--- src/rtl/lab4_buffer_sched.sv ---
// LAB4 write-window scheduler: walks {buf,win} through unlocked buffers, locks on trigger, queues events.
// Optional DROP_COUNT_EN builds the saturating dropped-trigger counter (otherwise tied to zero).
module lab4_buffer_sched #(
  parameter  int NBUF          = 4,
  parameter  int WIN_PER_BUF   = 8,
  parameter  int WINDOW_CYCLES = 4,
  localparam int BW            = $clog2(NBUF),
  localparam int WW            = $clog2(WIN_PER_BUF),
  localparam int PW            = $clog2(WINDOW_CYCLES)
) (
  input  logic            clk_i,
  input  logic            rst_i,
  input  logic            enable_i,
  input  logic            trig_i,
  output logic [4:0]      wr_o,
  output logic            wr_en_o,
  output logic [NBUF-1:0] hold_o,
  output logic            evt_valid_o,
  output logic [BW-1:0]   evt_buf_o,
  input  logic            evt_ready_i,
  input  logic            release_i,
  input  logic [BW-1:0]   release_buf_i,
  output logic [15:0]     dropped_count_o
);
  typedef enum logic [1:0] {IDLE = 2'd0, RUN = 2'd1, FULL = 2'd2} state_t;

  state_t                  state_q, state_d;
  logic [BW-1:0]           buf_q, buf_d, next_buf, cand;
  logic [WW-1:0]           win_q, win_d;
  logic [PW-1:0]           phase_q, phase_d;
  logic                    pending_q, pending_d;
  logic [NBUF-1:0]         hold_q, hold_d, rel_mask, lock_mask;
  logic [NBUF-1:0][BW-1:0] fifo_q, fifo_d;
  logic [BW-1:0]           wr_ptr_q, wr_ptr_d, rd_ptr_q, rd_ptr_d;
  logic [BW:0]             cnt_q, cnt_d;
  logic                    trig_acc, rel_vld, last_ph, last_win, buf_end, lock, next_found, pop;

  assign last_ph   = (phase_q == PW'(WINDOW_CYCLES - 1));
  assign last_win  = (win_q == WW'(WIN_PER_BUF - 1));
  assign trig_acc  = trig_i & (state_q == RUN) & ~pending_q;
  assign rel_vld   = release_i & hold_q[release_buf_i];
  assign buf_end   = (state_q == RUN) & enable_i & last_ph & last_win;
  // a trigger landing on the buffer's final cycle still locks that buffer
  assign lock      = buf_end & (pending_q | trig_acc);
  assign rel_mask  = rel_vld ? (NBUF'(1) << release_buf_i) : '0;
  assign lock_mask = lock ? (NBUF'(1) << buf_q) : '0;
  assign hold_d    = (hold_q & ~rel_mask) | lock_mask;
  assign pending_d = (pending_q | trig_acc) & ~lock;
  assign pop       = (cnt_q != '0) & evt_ready_i;

  // Smallest cyclic offset wins; offset NBUF wraps back to the current buffer.
  always_comb begin
    next_found = 1'b0;
    next_buf   = buf_q;
    cand       = buf_q;
    for (int k = NBUF; k >= 1; k--) begin
      cand = buf_q + BW'(k);
      if (!hold_d[cand]) begin
        next_found = 1'b1;
        next_buf   = cand;
      end
    end
  end

  always_ff @(posedge clk_i or posedge rst_i) begin
    if (rst_i) state_q <= IDLE;
    else       state_q <= state_d;
  end

  always_comb begin
    state_d = state_q;
    case (state_q)
      IDLE:    if (enable_i) state_d = RUN;
      RUN:     if (!enable_i) state_d = IDLE;
               else if (buf_end && !next_found) state_d = FULL;
      FULL:    if (!enable_i) state_d = IDLE;
               else if (rel_vld) state_d = RUN;
      default: state_d = IDLE;
    endcase
  end

  always_comb begin
    wr_en_o = (state_q == RUN);
  end

  always_comb begin
    phase_d = phase_q;
    win_d   = win_q;
    buf_d   = buf_q;
    case (state_q)
      IDLE: if (enable_i) phase_d = '0;
      RUN: if (enable_i) begin
        if (!last_ph) phase_d = phase_q + 1'b1;
        else begin
          phase_d = '0;
          if (!last_win) win_d = win_q + 1'b1;
          else if (next_found) begin
            buf_d = next_buf;
            win_d = '0;
          end
        end
      end
      FULL: if (enable_i && rel_vld) begin
        buf_d   = release_buf_i;
        win_d   = '0;
        phase_d = '0;
      end
      default: ;
    endcase
  end

  always_comb begin
    fifo_d = fifo_q;
    if (lock) fifo_d[wr_ptr_q] = buf_q;
    wr_ptr_d = wr_ptr_q + BW'(lock);
    rd_ptr_d = rd_ptr_q + BW'(pop);
    cnt_d    = cnt_q + (BW+1)'(lock) - (BW+1)'(pop);
  end

  always_ff @(posedge clk_i or posedge rst_i) begin
    if (rst_i) begin
      buf_q     <= '0;
      win_q     <= '0;
      phase_q   <= '0;
      pending_q <= 1'b0;
      hold_q    <= '0;
      fifo_q    <= '0;
      wr_ptr_q  <= '0;
      rd_ptr_q  <= '0;
      cnt_q     <= '0;
    end else begin
      buf_q     <= buf_d;
      win_q     <= win_d;
      phase_q   <= phase_d;
      pending_q <= pending_d;
      hold_q    <= hold_d;
      fifo_q    <= fifo_d;
      wr_ptr_q  <= wr_ptr_d;
      rd_ptr_q  <= rd_ptr_d;
      cnt_q     <= cnt_d;
    end
  end

  assign wr_o        = {buf_q, win_q};
  assign hold_o      = hold_q;
  assign evt_valid_o = (cnt_q != '0);
  assign evt_buf_o   = fifo_q[rd_ptr_q];

`ifdef DROP_COUNT_EN
  logic [15:0] drop_q, drop_d;

  always_comb begin
    drop_d = drop_q;
    if (trig_i && !trig_acc && drop_q != 16'hFFFF) drop_d = drop_q + 16'd1;
  end

  always_ff @(posedge clk_i or posedge rst_i) begin
    if (rst_i) drop_q <= 16'h0000;
    else       drop_q <= drop_d;
  end

  assign dropped_count_o = drop_q;
`else
  assign dropped_count_o = 16'h0000;
`endif
endmodule

--- config.mk ---
export PLATFORM = sky130hd
export DESIGN_NAME = lab4_buffer_sched
export DESIGN_NICKNAME = d
export VERILOG_FILES = /design/src/rtl/lab4_buffer_sched.sv
export SDC_FILE = /design/constraint.sdc
export NUM_CORES = 1
export LEC_CHECK = 0
export ABC_AREA = 1
export BUFFER_PORTS_ARGS = -buffer_cell sky130_fd_sc_hd__buf_2
export CAP_MARGIN = 20
export CORE_MARGIN = 2
export CORE_UTILIZATION = 45
export CTS_BUF_LIST = sky130_fd_sc_hd__clkbuf_8
export CTS_CLUSTER_SIZE = 14
export DETAILED_ROUTE_END_ITERATION = 10
export PLACE_DENSITY_LB_ADDON = 0.2
export SYNTH_ARGS = -nofsm -noshare
export SYNTH_HDL_FRONTEND = slang
export SYNTH_SLANG_ARGS = --single-unit
--- constraint.sdc ---
create_clock -name clk_i -period 3.8 [get_ports clk_i]
set_clock_uncertainty 0.05 [all_clocks]
set_input_delay 0.19 -clock clk_i [delete_from_list [all_inputs] [get_ports clk_i]]
set_output_delay 0.19 -clock clk_i [all_outputs]
set_load 0.02 [all_outputs]
==> impl_metrics.csv <==
group,metric,value,unit
outcome,status,"finished clean",
clock_tree,clock-sinks,29,
layout,drive_gt1_frac,0.225,
pwr,vdd_ir_drop_max,0.405,mV
synthesis,synth-edff-count,0,
worst_setup_path,cp.required,3.92,ns
pwr,power.leakage,1.11,nW
clock_tree,cts_inserted_buffers,5,
synthesis,async_flop_share,1.00,
sta,max_freq,415,MHz
clock_tree,ctsHtreeMaxLevel,2,
sta,finalMaxSlewViolations,0,
layout,nets,272,
synthesis,syn_inst,225,
layout,nFillCells,386,
pwr,cellPowerDensity,622,nW/um^2
clock_tree,hold_buffers,1,
sta,max_slew_margin,0.657,
place,placed_area,1980,um^2
place,gp_congestion,0.845,
layout,design_area,2080,um^2
job,drv_cap,0,
route,vias_per_cell,4.79,
grt,grt_pass1_wl,5.96,mm
clock_tree,clk_pin_slew,0.06,ns
place,portBuffers,20,
synthesis,synth_top_area_frac,0.391,
sta,setup-violations-final,0,
layout,stdcell_count,303,
die,std_cell_rows,23,
worst_setup_path,critical_path_arrival,2.53,ns
grt,grt_use_total,0.174,
route,ant_nets,0,
synthesis,ys.flop_type,"dfrtp_1",
die,start_util,0.467,
worst_setup_path,slowest_stage,"dfrtp_1",
route,drc,0,
grt,grt_start_max_net_pins,20,
die,ios,37,
die,die-height,68.2,um
die,dieArea,4650,um^2
layout,fin_util,0.525,
grt,grt_pass1_vias,1352,
synthesis,syn_area,1860,um^2
sta,period_share,0.635,
clock_tree,cts_root_buf,"clkbuf_8",
worst_setup_path,crit_fanout,5,
synthesis,ys_seq_area_frac,0.391,
die,dieWidth,68.2,um
worst_setup_path,path_common_cell,"ha_1",
place,dpl.hpwl,2.67,mm
sta,tightest_slew,0.513,ns
synthesis,ys_warn_count,0,
place,place_inst,294,
sta,min_period,2.41,ns
die,core,3970,um^2
worst_setup_path,worst_setup_path_start_kind,"flop",
route,vias,1450,
grt,grt_overflow,0,
worst_setup_path,critPathCaptureType,"flop",
grt,antenna_found_initial,0,
sta,rsz0062_at_grt,"false",
sta,setup_tns,0,ns
sta,hold_viol,0,
clock_tree,cts_setup_buffers,0,
synthesis,ys_seq_elements,29,
layout,syn_to_final_growth,12.3,%
synthesis,synth.avg_cell_area,8.25,um^2
synthesis,synth.area.top_cells,"dfrtp_1 39%, nand2_1 9.9%, ha_1 7.4%, buf_4 6.5%, nand3_1 5.7%",
clock_tree,cts_tree,"done",
layout,diodes,0,
route,drt_wl_total,3.39,mm
worst_setup_path,crit_chain,"ha_1, ha_1, inv_1, nor2_4, nand2_4, ha_1, inv_1, ha_1, inv_1, fa_1, xnor2_1, xor2_1",
clock_tree,clock_path_buffers,2,
worst_hold_path,hp-class,"input port to flop",
worst_setup_path,critPathKind,"flop to flop",
route,drtIter0Drc,68,
clock_tree,cts_resized,0,
synthesis,synth_top_area_cell,"dfrtp_1",
route,drt-pass1-iter-count,5,
worst_setup_path,slowest_delay,0.39,ns
synthesis,synth_cell_types,33,
clock_tree,clk_latency,0.28,ns
route,wl_per_cell,11.2,um
metal layers:
layer  track usage  share of wire  wire length [um]  vias up
met5             0              0                 0        -
met4        0.0600          0.015                50        0
met3        0.0510          0.055               186        5
met2         0.274           0.46              1570       37
met1         0.228           0.47              1580      653
li1              -              -                 -      755
layout make-up:
cell class	instances	area [um^2]	area share
Inverter	25	98.8	0.0474
Clock buffer	6	82.6	0.0396
Tap cell	50	62.6	0.0300
Sequential cell	29	726	0.348
Clock inverter	2	13.8	0.00661
Multi-Input combinational cell	169	962	0.462
Timing Repair Buffer	22	138	0.0661
per-stage QoR:
step                power (mW)  setup WS (ns)  hold WS (ns)
CTS                       1.31           1.38         0.158
finish                    1.30           1.39         0.161
global placement          1.03           1.45         0.420
detailed placement        1.04           1.37         0.196
global route              1.43           1.13         0.193
floorplan                0.907           1.37         0.218
kinds of logic (layout without fill, tap and decap cells):
family,Yosys count,count (layout),synth area share
AND/OR/NAND/NOR,109,109,0.294
buffers and inverters,42,55,0.121
flip-flops,29,29,0.391
AO/OA/AOI/OAI,27,27,0.0823
adder cells (fa/ha/maj),12,12,0.0850
XOR/XNOR,4,4,0.0189
other,1,16,0.00202
multiplexers,1,1,0.00607
sequential cells by signal (all words and copies together), names as in the netlist:
signal / flops
pending_q: 1
win_q: 3
state_q: 2
wr_ptr_q: 2
buf_q: 2
phase_q: 2
hold_o: 4
cnt_q: 3
rd_ptr_q: 2
fifo_q: 8
critical path, delay by kind of cell, from the launching register on:
| kind | cells | cell delay [ns] |
|---|---|---|
| XOR/XNOR | 2 | 0.28 |
| adder cells (fa/ha/maj) | 5 | 1.10 |
| buffers and inverters | 3 | 0.21 |
| flip-flops | 1 | 0.39 |
| AND/OR/NAND/NOR | 2 | 0.27 |
Yosys cell counts (2+ instances only):
| cell type | count |
|---|---|
| nor2_1 | 11 |
| a21oi_1 | 3 |
| o22ai_1 | 2 |
| inv_1 | 22 |
| ha_1 | 11 |
| o21ai_1 | 3 |
| inv_2 | 2 |
| nand3_2 | 4 |
| o21ai_0 | 17 |
| nand3_1 | 21 |
| dfrtp_1 | 29 |
| nor2_2 | 2 |
| buf_4 | 16 |
| nand2_2 | 11 |
| nor2_4 | 2 |
| nand4_1 | 2 |
| xor2_1 | 3 |
| nand2_1 | 49 |
path summary, 6_finish.rpt:
kind                            startpoint          end  slack (ns)  cells after the start
worst min-delay path              enable_i   state_q[0]        0.16                      3
min in group asynchronous            rst_i   phase_q[1]        0.42                      3
worst max-delay path              win_q[0]     cnt_q[2]        1.39                     12
max in group asynchronous            rst_i  wr_ptr_q[0]        2.82                      4
worst min register to register   fifo_q[5]    fifo_q[5]        0.44                      2
worst max register to register    win_q[0]     cnt_q[2]        1.39                     12
report_power, final:
group          switching, mW  leakage (nW)  internal, mW
Combinational          0.357         0.686         0.211
Sequential            0.0775         0.374         0.383
Clock                  0.122        0.0512         0.146
cell usage in the layout, fill, tap and decap left out, types with 2 or more instances in the layout:
cell type  count
a21oi_1        3
buf_2         20
clkbuf_8       6
clkinv_4       2
conb_1        16
dfrtp_1       29
ha_1          11
inv_1         22
inv_2          2
nand2_1       49
nand2_2       11
nand3_1       21
nand3_2        4
nand4_1        2
nor2_1        11
nor2_2         2
nor2_4         2
o21ai_0       17
o21ai_1        3
o22ai_1        2
xor2_1         3
(Power assumes the default switching activity.)
